**src/rtl/vx_mem_load_packer.sv**
```systemverilog
// Packs a stream of 32-bit instruction/data words into padded L1 cachelines
// and hands them to the memory loader through a small in-order line FIFO.
`ifndef L1_LINE_SIZE
`define L1_LINE_SIZE 64
`endif

module vx_mem_load_packer #(
  parameter int          LINE_SIZE  = `L1_LINE_SIZE,
  parameter int          FIFO_DEPTH = 2,
  parameter logic [31:0] INST_PAD   = 32'h0000_0013,
  parameter logic [31:0] DATA_PAD   = 32'h0000_0000
) (
  input  logic                   clk,
  input  logic                   reset,
  input  logic                   word_valid,
  output logic                   word_ready,
  input  logic [31:0]            word_data,
  input  logic                   word_type,
  input  logic                   word_last,
  output logic                   load_valid,
  input  logic                   load_ready,
  output logic                   data_type,
  output logic [LINE_SIZE*8-1:0] cacheline,
  output logic [31:0]            inst_line_count,
  output logic [31:0]            data_line_count,
  output logic                   idle
);

  localparam int WORD_WIDTH = 32;
  localparam int WORDS      = LINE_SIZE / 4;
  localparam int IDX_W      = $clog2(WORDS);
  localparam int CNT_W      = $clog2(FIFO_DEPTH + 1);
  localparam int PTR_W      = (FIFO_DEPTH > 1) ? $clog2(FIFO_DEPTH) : 1;

  typedef enum logic {FILL, FLUSH} state_e;

  typedef struct packed {
    logic                   typ;
    logic [LINE_SIZE*8-1:0] line;
  } entry_t;

  state_e                  state_q, state_d;
  logic [IDX_W-1:0]        widx;
  logic                    line_type;
  logic [WORD_WIDTH-1:0]   asm_words [WORDS];
  entry_t                  fifo_mem  [FIFO_DEPTH];
  logic [PTR_W-1:0]        wr_ptr, rd_ptr;
  logic [CNT_W-1:0]        fifo_count;

  logic                    has_room, type_mismatch, flush_push;
  logic                    word_accept, push, pop;
  logic                    close_type;
  logic [WORD_WIDTH-1:0]   pad_word;
  logic [LINE_SIZE*8-1:0]  close_line;

  assign has_room      = fifo_count < CNT_W'(FIFO_DEPTH);
  assign type_mismatch = word_valid && (widx != '0) && (word_type != line_type);

  // A type change with room in the FIFO flushes the partial line on the spot,
  // costing one stall cycle; FLUSH is only parked in while the FIFO is full.
  always_comb begin
    // NOTE: every always_comb output gets a default first so no latch is inferred.
    state_d    = state_q;
    word_ready = 1'b0;
    flush_push = 1'b0;
    case (state_q)
      FILL: begin
        if (!reset && type_mismatch) begin
          if (has_room) flush_push = 1'b1;
          else          state_d    = FLUSH;
        end else if (!reset && has_room) begin
          word_ready = 1'b1;
        end
      end
      FLUSH: begin
        if (has_room) begin
          flush_push = 1'b1;
          state_d    = FILL;
        end
      end
      default: state_d = FILL;
    endcase
  end

  assign word_accept = word_valid && word_ready;
  assign push        = flush_push ||
                       (word_accept && (word_last || widx == IDX_W'(WORDS - 1)));
  assign pop         = load_valid && load_ready;

  // Closed line: stored words, then the incoming word (unless flushing), then padding.
  always_comb begin
    close_type = (widx == '0) ? word_type : line_type;
    pad_word   = close_type ? DATA_PAD : INST_PAD;
    close_line = '0;
    for (int i = 0; i < WORDS; i++) begin
      if (i < int'(widx))
        close_line[i*WORD_WIDTH +: WORD_WIDTH] = asm_words[i];
      else if (i == int'(widx) && !flush_push)
        close_line[i*WORD_WIDTH +: WORD_WIDTH] = word_data;
      else
        close_line[i*WORD_WIDTH +: WORD_WIDTH] = pad_word;
    end
  end

  always_ff @(posedge clk) begin
    if (reset) begin
      state_q         <= FILL;
      widx            <= '0;
      line_type       <= 1'b0;
      wr_ptr          <= '0;
      rd_ptr          <= '0;
      fifo_count      <= '0;
      inst_line_count <= '0;
      data_line_count <= '0;
      // NOTE: the FIFO entries are reset because they drive cacheline directly,
      // which must read zero out of reset; the assembly buffer needs no reset.
      for (int i = 0; i < FIFO_DEPTH; i++) fifo_mem[i] <= '0;
    end else begin
      state_q <= state_d;

      if (push)             widx <= '0;
      else if (word_accept) widx <= widx + IDX_W'(1);

      if (word_accept && widx == '0) line_type <= word_type;

      if (push) begin
        fifo_mem[wr_ptr] <= '{typ: close_type, line: close_line};
        wr_ptr <= (wr_ptr == PTR_W'(FIFO_DEPTH - 1)) ? '0 : wr_ptr + PTR_W'(1);
      end

      if (pop) begin
        rd_ptr <= (rd_ptr == PTR_W'(FIFO_DEPTH - 1)) ? '0 : rd_ptr + PTR_W'(1);
        if (data_type) data_line_count <= data_line_count + 32'd1;
        else           inst_line_count <= inst_line_count + 32'd1;
      end

      case ({push, pop})
        2'b10:   fifo_count <= fifo_count + CNT_W'(1);
        2'b01:   fifo_count <= fifo_count - CNT_W'(1);
        default: fifo_count <= fifo_count;
      endcase
    end
  end

  always_ff @(posedge clk) begin
    if (word_accept) asm_words[widx] <= word_data;
  end

  assign load_valid = (fifo_count != '0);
  assign cacheline  = fifo_mem[rd_ptr].line;
  assign data_type  = fifo_mem[rd_ptr].typ;
  assign idle       = (widx == '0) && (fifo_count == '0) && (state_q == FILL);

endmodule

```
**config.mk**
```make
export PLATFORM = sky130hd
export DESIGN_NAME = vx_mem_load_packer
export DESIGN_NICKNAME = d
export VERILOG_FILES = /design/src/rtl/vx_mem_load_packer.sv
export SDC_FILE = /design/constraint.sdc
export NUM_CORES = 2
export LEC_CHECK = 0
export ABC_AREA = 1
export BUFFER_PORTS_ARGS = -buffer_cell sky130_fd_sc_hd__buf_4
export CAP_MARGIN = 20
export CORE_MARGIN = 3
export CORE_UTILIZATION = 50
export CTS_BUF_LIST = sky130_fd_sc_hd__clkbuf_4
export CTS_CLUSTER_DIAMETER = 60
export DETAILED_ROUTE_END_ITERATION = 8
export PLACE_DENSITY = 0.79
export SETUP_SLACK_MARGIN = 0.1
export SLEW_MARGIN = 5
export SYNTH_ARGS = -nofsm -noshare
export SYNTH_HDL_FRONTEND = slang
export SYNTH_SLANG_ARGS = --single-unit
```
**constraint.sdc**
```tcl
create_clock -name clk -period 15.9 [get_ports clk]
set_clock_uncertainty 0.15 [all_clocks]
set_input_delay 0.795 -clock clk [delete_from_list [all_inputs] [get_ports clk]]
set_output_delay 0.795 -clock clk [all_outputs]
set_load 0.1 [all_outputs]
```
Word-level counts from Yosys, hierarchy flattened
Memory sizes are Yosys's and may differ from the RTL's. A register that Yosys moved wholly into a read port is not among the register bits.
Cells that the tools add are included.
Widths: inputs -> output; s select.
{"block": "word_totals", "register_bits": 74, "ram_bits": 1538, "memories": 2}
{"block": "classes", "add_sub_neg": 7, "mux": 57, "eq_ne": 19, "magnitude_cmp": 16, "bitwise": 2, "n_reduce_logical": 40}
{"memory": "fifo_mem", "depth": 2, "width": 513, "read_ports": 1, "rd_clocked_by_memory_dff": 1, "wr": 2, "line_no": "46", "rtl": "entry_t fifo_mem [FIFO_DEPTH];"}
{"memory": "asm_words", "depth": 16, "width": 32, "read_ports": 15, "rd_clocked_by_memory_dff": 0, "wr": 1, "line_no": "45", "rtl": "logic [WORD_WIDTH-1:0] asm_words [WORDS];"}
{"op": "$mux 32", "n": 31}
{"op": "$mux 513", "n": 1}
{"op": "$reduce_or 513->1", "n": 1}
{"op": "$add 32x1->32 const B", "n": 2}
{"op": "$eq 4x4->1 const A", "n": 8}
{"op": "$lt 4x4->1 const A", "n": 7}
{"op": "$logic_and 1x1->1", "n": 26}
{"op": "$mux 1", "n": 21}
{"op": "$eq 3x4->1 const A", "n": 4}
{"op": "$lt 3x4->1 const A", "n": 4}
{"op": "$eq 2x4->1 const A", "n": 2}
{"op": "$logic_not 4->1", "n": 2}
{"op": "$lt 1x4->1 const A", "n": 2}
{"op": "$lt 2x4->1 const A", "n": 2}
{"op": "$mux 5", "n": 1}
{"op": "$add 4x1->4 const B", "n": 1}
{"op": "$eq 1x4->1 const A", "n": 1}
{"op": "$eq 4x4->1 const B", "n": 1}
{"op": "$pmux 1 s2", "n": 2}
{"op": "$pmux 2 s2", "n": 1}
{"op": "$reduce_and 2->1", "n": 2}
{"op": "$reduce_bool 2->1", "n": 2}
{"op": "$reduce_bool 4->1", "n": 1}
{"op": "$add 1x1->1 const B", "n": 2}
{"op": "other kinds (11)", "n": 14}

Logic depth before layout (Yosys ltp)
{"block": "logic_depth", "word_depth": 14, "mapped_depth": 14}

Worst setup path before layout
No wires, ideal clock.
{"block": "synth_path", "path_type": "input -> register", "from": "input port word_type", "to": "memory fifo_mem[1][0] (netlist bit) (enable)", "arrival_time_ns": 10.229, "stages": 12, "required_time_ns": 12.080, "setup_slack_ns": 1.851, "path_buffers": 4, "path_cell_list": "nor2_1 -> nor2_1 -> nand3_2 -> nand2_2 -> nand2_2 -> buf_2 -> o21ai_1 -> nand3_1 -> buf_2 -> buf_2 -> buf_2 -> nand2_1"}
{"element": "from (decl)", "line_no": "18", "rtl": "input logic word_type,"}
{"element": "to (decl)", "line_no": "46"}

==> results.py <==
metrics = {
    "routing": {
        "drt_first_pass_iters": 6,
        "avgViaCountPerCell": 5.59,
        "wl_per_cell_um": 23.8,
        "routed_wl_um": 208000,
        "drc_errors": 0,
        "num_vias": 48900,
        "ant_nets": 0,
        "drt_iter0_markers": 6752,
    },
    "floorplanning": {
        "core_area_um2": 134000,
        "die_h_um": 376,
        "initial_utilization": 0.508,
        "rows": 134,
        "die_w_um": 376,
        "ios": 618,
        "design.die.area_um2": 141000,
    },
    "logic_synthesis": {
        "async_flop_share": 0,
        "ys_seq_area_frac": 0.684,
        "synth-seq-cells": 1581,
        "synth_edf_count": 1506,
        "synth.yosys.warnings": 0,
        "synth_top_flop_cell": "edfxtp_1",
        "synth_area_per_cell_um2": 11.6,
        "syn-instance-count": 5903,
        "netlist-cell-type-count": 36,
        "synthesis.area_um2": 68300,
        "syn_nets": 5948,
    },
    "clocking": {
        "cts_max_level": 5,
        "path_clk_slew_ns": 0.06,
        "root_buffer": "clkbuf_4",
        "cts_tree": "built",
        "clk_latency_ns": 1.33,
        "cts_resized": 0,
        "post_cts_buffers": 0,
        "ctsHoldBuffers": 39,
        "numCtsBuffers": 409,
        "clock-sinks": 1581,
        "clockBufferDepth": 4,
    },
    "pwr": {
        "p_per_area_nw_per_um2": 137,
        "peakVddDrop_v": 0.0000936,
        "leakage_uw": 0.0290,
    },
    "setup_path": {
        "crit_slowest_cell": "dfxtp_2",
        "endpoint_kind": "flop",
        "path_class": "flop to flop",
        "path_buf_inv": 3,
        "path_delay_family": "simple AND/OR/NAND/NOR gates",
        "worstPathArrival_ns": 8.39,
        "path_common_cell": "buf_4",
        "path_max_fanout": 139,
        "crit_chain": "nor2_4 > nand2_2 > nand3_2 > nand2_2 > nand2_8 > o21ai_1 > nand3_4 > nand2_4 > buf_4 > buf_4 > buf_4",
        "required_ns": 16.62,
        "crit_path_start_kind": "flop",
        "critical-path-max-stage-delay_ns": 0.98,
    },
    "final_layout": {
        "drive_gt1_frac": 0.271,
        "regArea_um2": 46700,
        "final_cell_mix": "edfxtp_1, nor2_1, nand2_1",
        "nFillCells": 10500,
        "nNetsFinal": 6737,
        "area.growth.synth_to_final_pct": 17.1,
        "final_common_cell": "edfxtp_1",
        "multi_input_area_um2": 18200,
    },
    "timing": {
        "final_max_slew_viol_count": 68,
        "worstMarginPinSlew_ns": 1.60,
        "relSlewSlack": -0.0650,
        "fmax_ghz": 0.130,
        "hold_violations": 0,
        "fin_crit_sh": 0.482,
        "rsz0062_at_grt": "no",
        "tns_ns": 0,
        "setup_viol_count_final": 0,
        "period_needed_ns": 7.67,
        "finalWorstSetupSlack_ns": 8.23,
    },
    "place": {
        "portBuffers": 617,
        "pre_cts_ws_ns": 8.18,
        "hpwl_um": 125000,
        "gp_congestion": 0.885,
    },
    "grt": {
        "grt-ovfl-total": 0,
        "grt_pass1_vias": 48400,
        "grt_pass1_wl_um": 304000,
        "antenna_found_initial": 11,
        "track_usage": 0.290,
        "grt_max_degree": 216,
    },
    "outcome": {
        "violations": "slew limit",
        "outcome": "finished with violations",
    },
    "job": {
        "drv_cap": 0,
    },
    "hold_path": {
        "hp-class": "flop to flop",
    },
}
## registers in the layout, indices dropped and copies added (netlist names), named ones only
signal,count
asm_words,480
data_line_count,32
fifo_count,2
fifo_mem,1026
inst_line_count,32
line_type,1
rd_ptr,1
state_q,1
widx,4
wr_ptr,1
## final cells by class
cell class	instances	area share
multi-input cells	3432	0.228
well taps	1768	0.0277
repair buffers	726	0.0726
clock buffers	599	0.0563
inverters	542	0.0255
flip-flops and latches	1581	0.585
diodes	22	0.000689
clock inverters	69	0.00434
## through the flow
| stage | utilization | power (uW) | cell area, um2 | hold slack, ns | std cells |
|---|---|---|---|---|---|
| finish | 0.594 | 11000 | 79900 | 0.302 | 8739 |
| global route | 0.594 | 11300 | 79900 | 0.164 | 8727 |
| global placement | 0.553 | 7640 | 74300 | 0.276 | 7998 |
| CTS | 0.593 | 11000 | 79700 | 0.164 | 8710 |
| floorplan | - | 7060 | 68300 | 0.276 | 5903 |
| detailed placement | 0.554 | 7660 | 74400 | 0.285 | 8003 |
## cell families after synthesis
kind of cell,synth area share
mux,0.0845
simple gates,0.143
xor+xnor,0.00154
fa+ha+maj,0.00128
flops,0.684
buf+inv,0.0515
compound gates,0.0342
## power breakdown
| group | internal [uW] | total, uW | switching, uW |
|---|---|---|---|
| Combinational | 572 | 2850 | 2280 |
| Sequential | 4690 | 4750 | 52.0 |
| Clock | 1750 | 3370 | 1620 |
| Total | 7010 | 11000 | 3950 |
## synth_stat cells, types with 3 or more instances
master,count,share of area
a21oi_1,53,0.0039
a22oi_1,29,0.0032
buf_1,16,0.00088
buf_2,116,0.0085
buf_4,8,0.00088
clkbuf_1,208,0.011
clkinv_1,5,0.00027
dfxtp_1,75,0.022
edfxtp_1,1506,0.66
ha_1,7,0.0013
inv_1,535,0.029
mux2_2,512,0.084
nand2_1,984,0.054
nand2_2,3,0.00027
nand3_1,91,0.0067
nand3b_1,8,0.00088
nand4_1,96,0.0088
nor2_1,1209,0.066
nor3_1,25,0.0018
o21a_1,5,0.00055
o21ai_0,343,0.025
o21ai_1,13,0.00095
or2_2,30,0.0027
xor2_1,10,0.0013
## metal layers
metal	GRT usage	vias to the layer above	share of wire
met4	0.143	0	0.051
li1	-	21700	-
met2	0.456	3169	0.47
met1	0.370	23500	0.36
met3	0.0849	529	0.13
met5	0	-	0
## worst paths after layout
check | slack, ns | start | cells after the start | endpoint
worst max register to register | 8.23 | widx[3] | 11 | fifo_mem[1][76]
worst min-delay path | 0.30 | rd_ptr | 1 | flop
worst max-delay path | 8.23 | widx[3] | 11 | fifo_mem[1][76]
worst min register to register | 0.30 | rd_ptr | 1 | flop
Power figures use the tool's default switching activity.
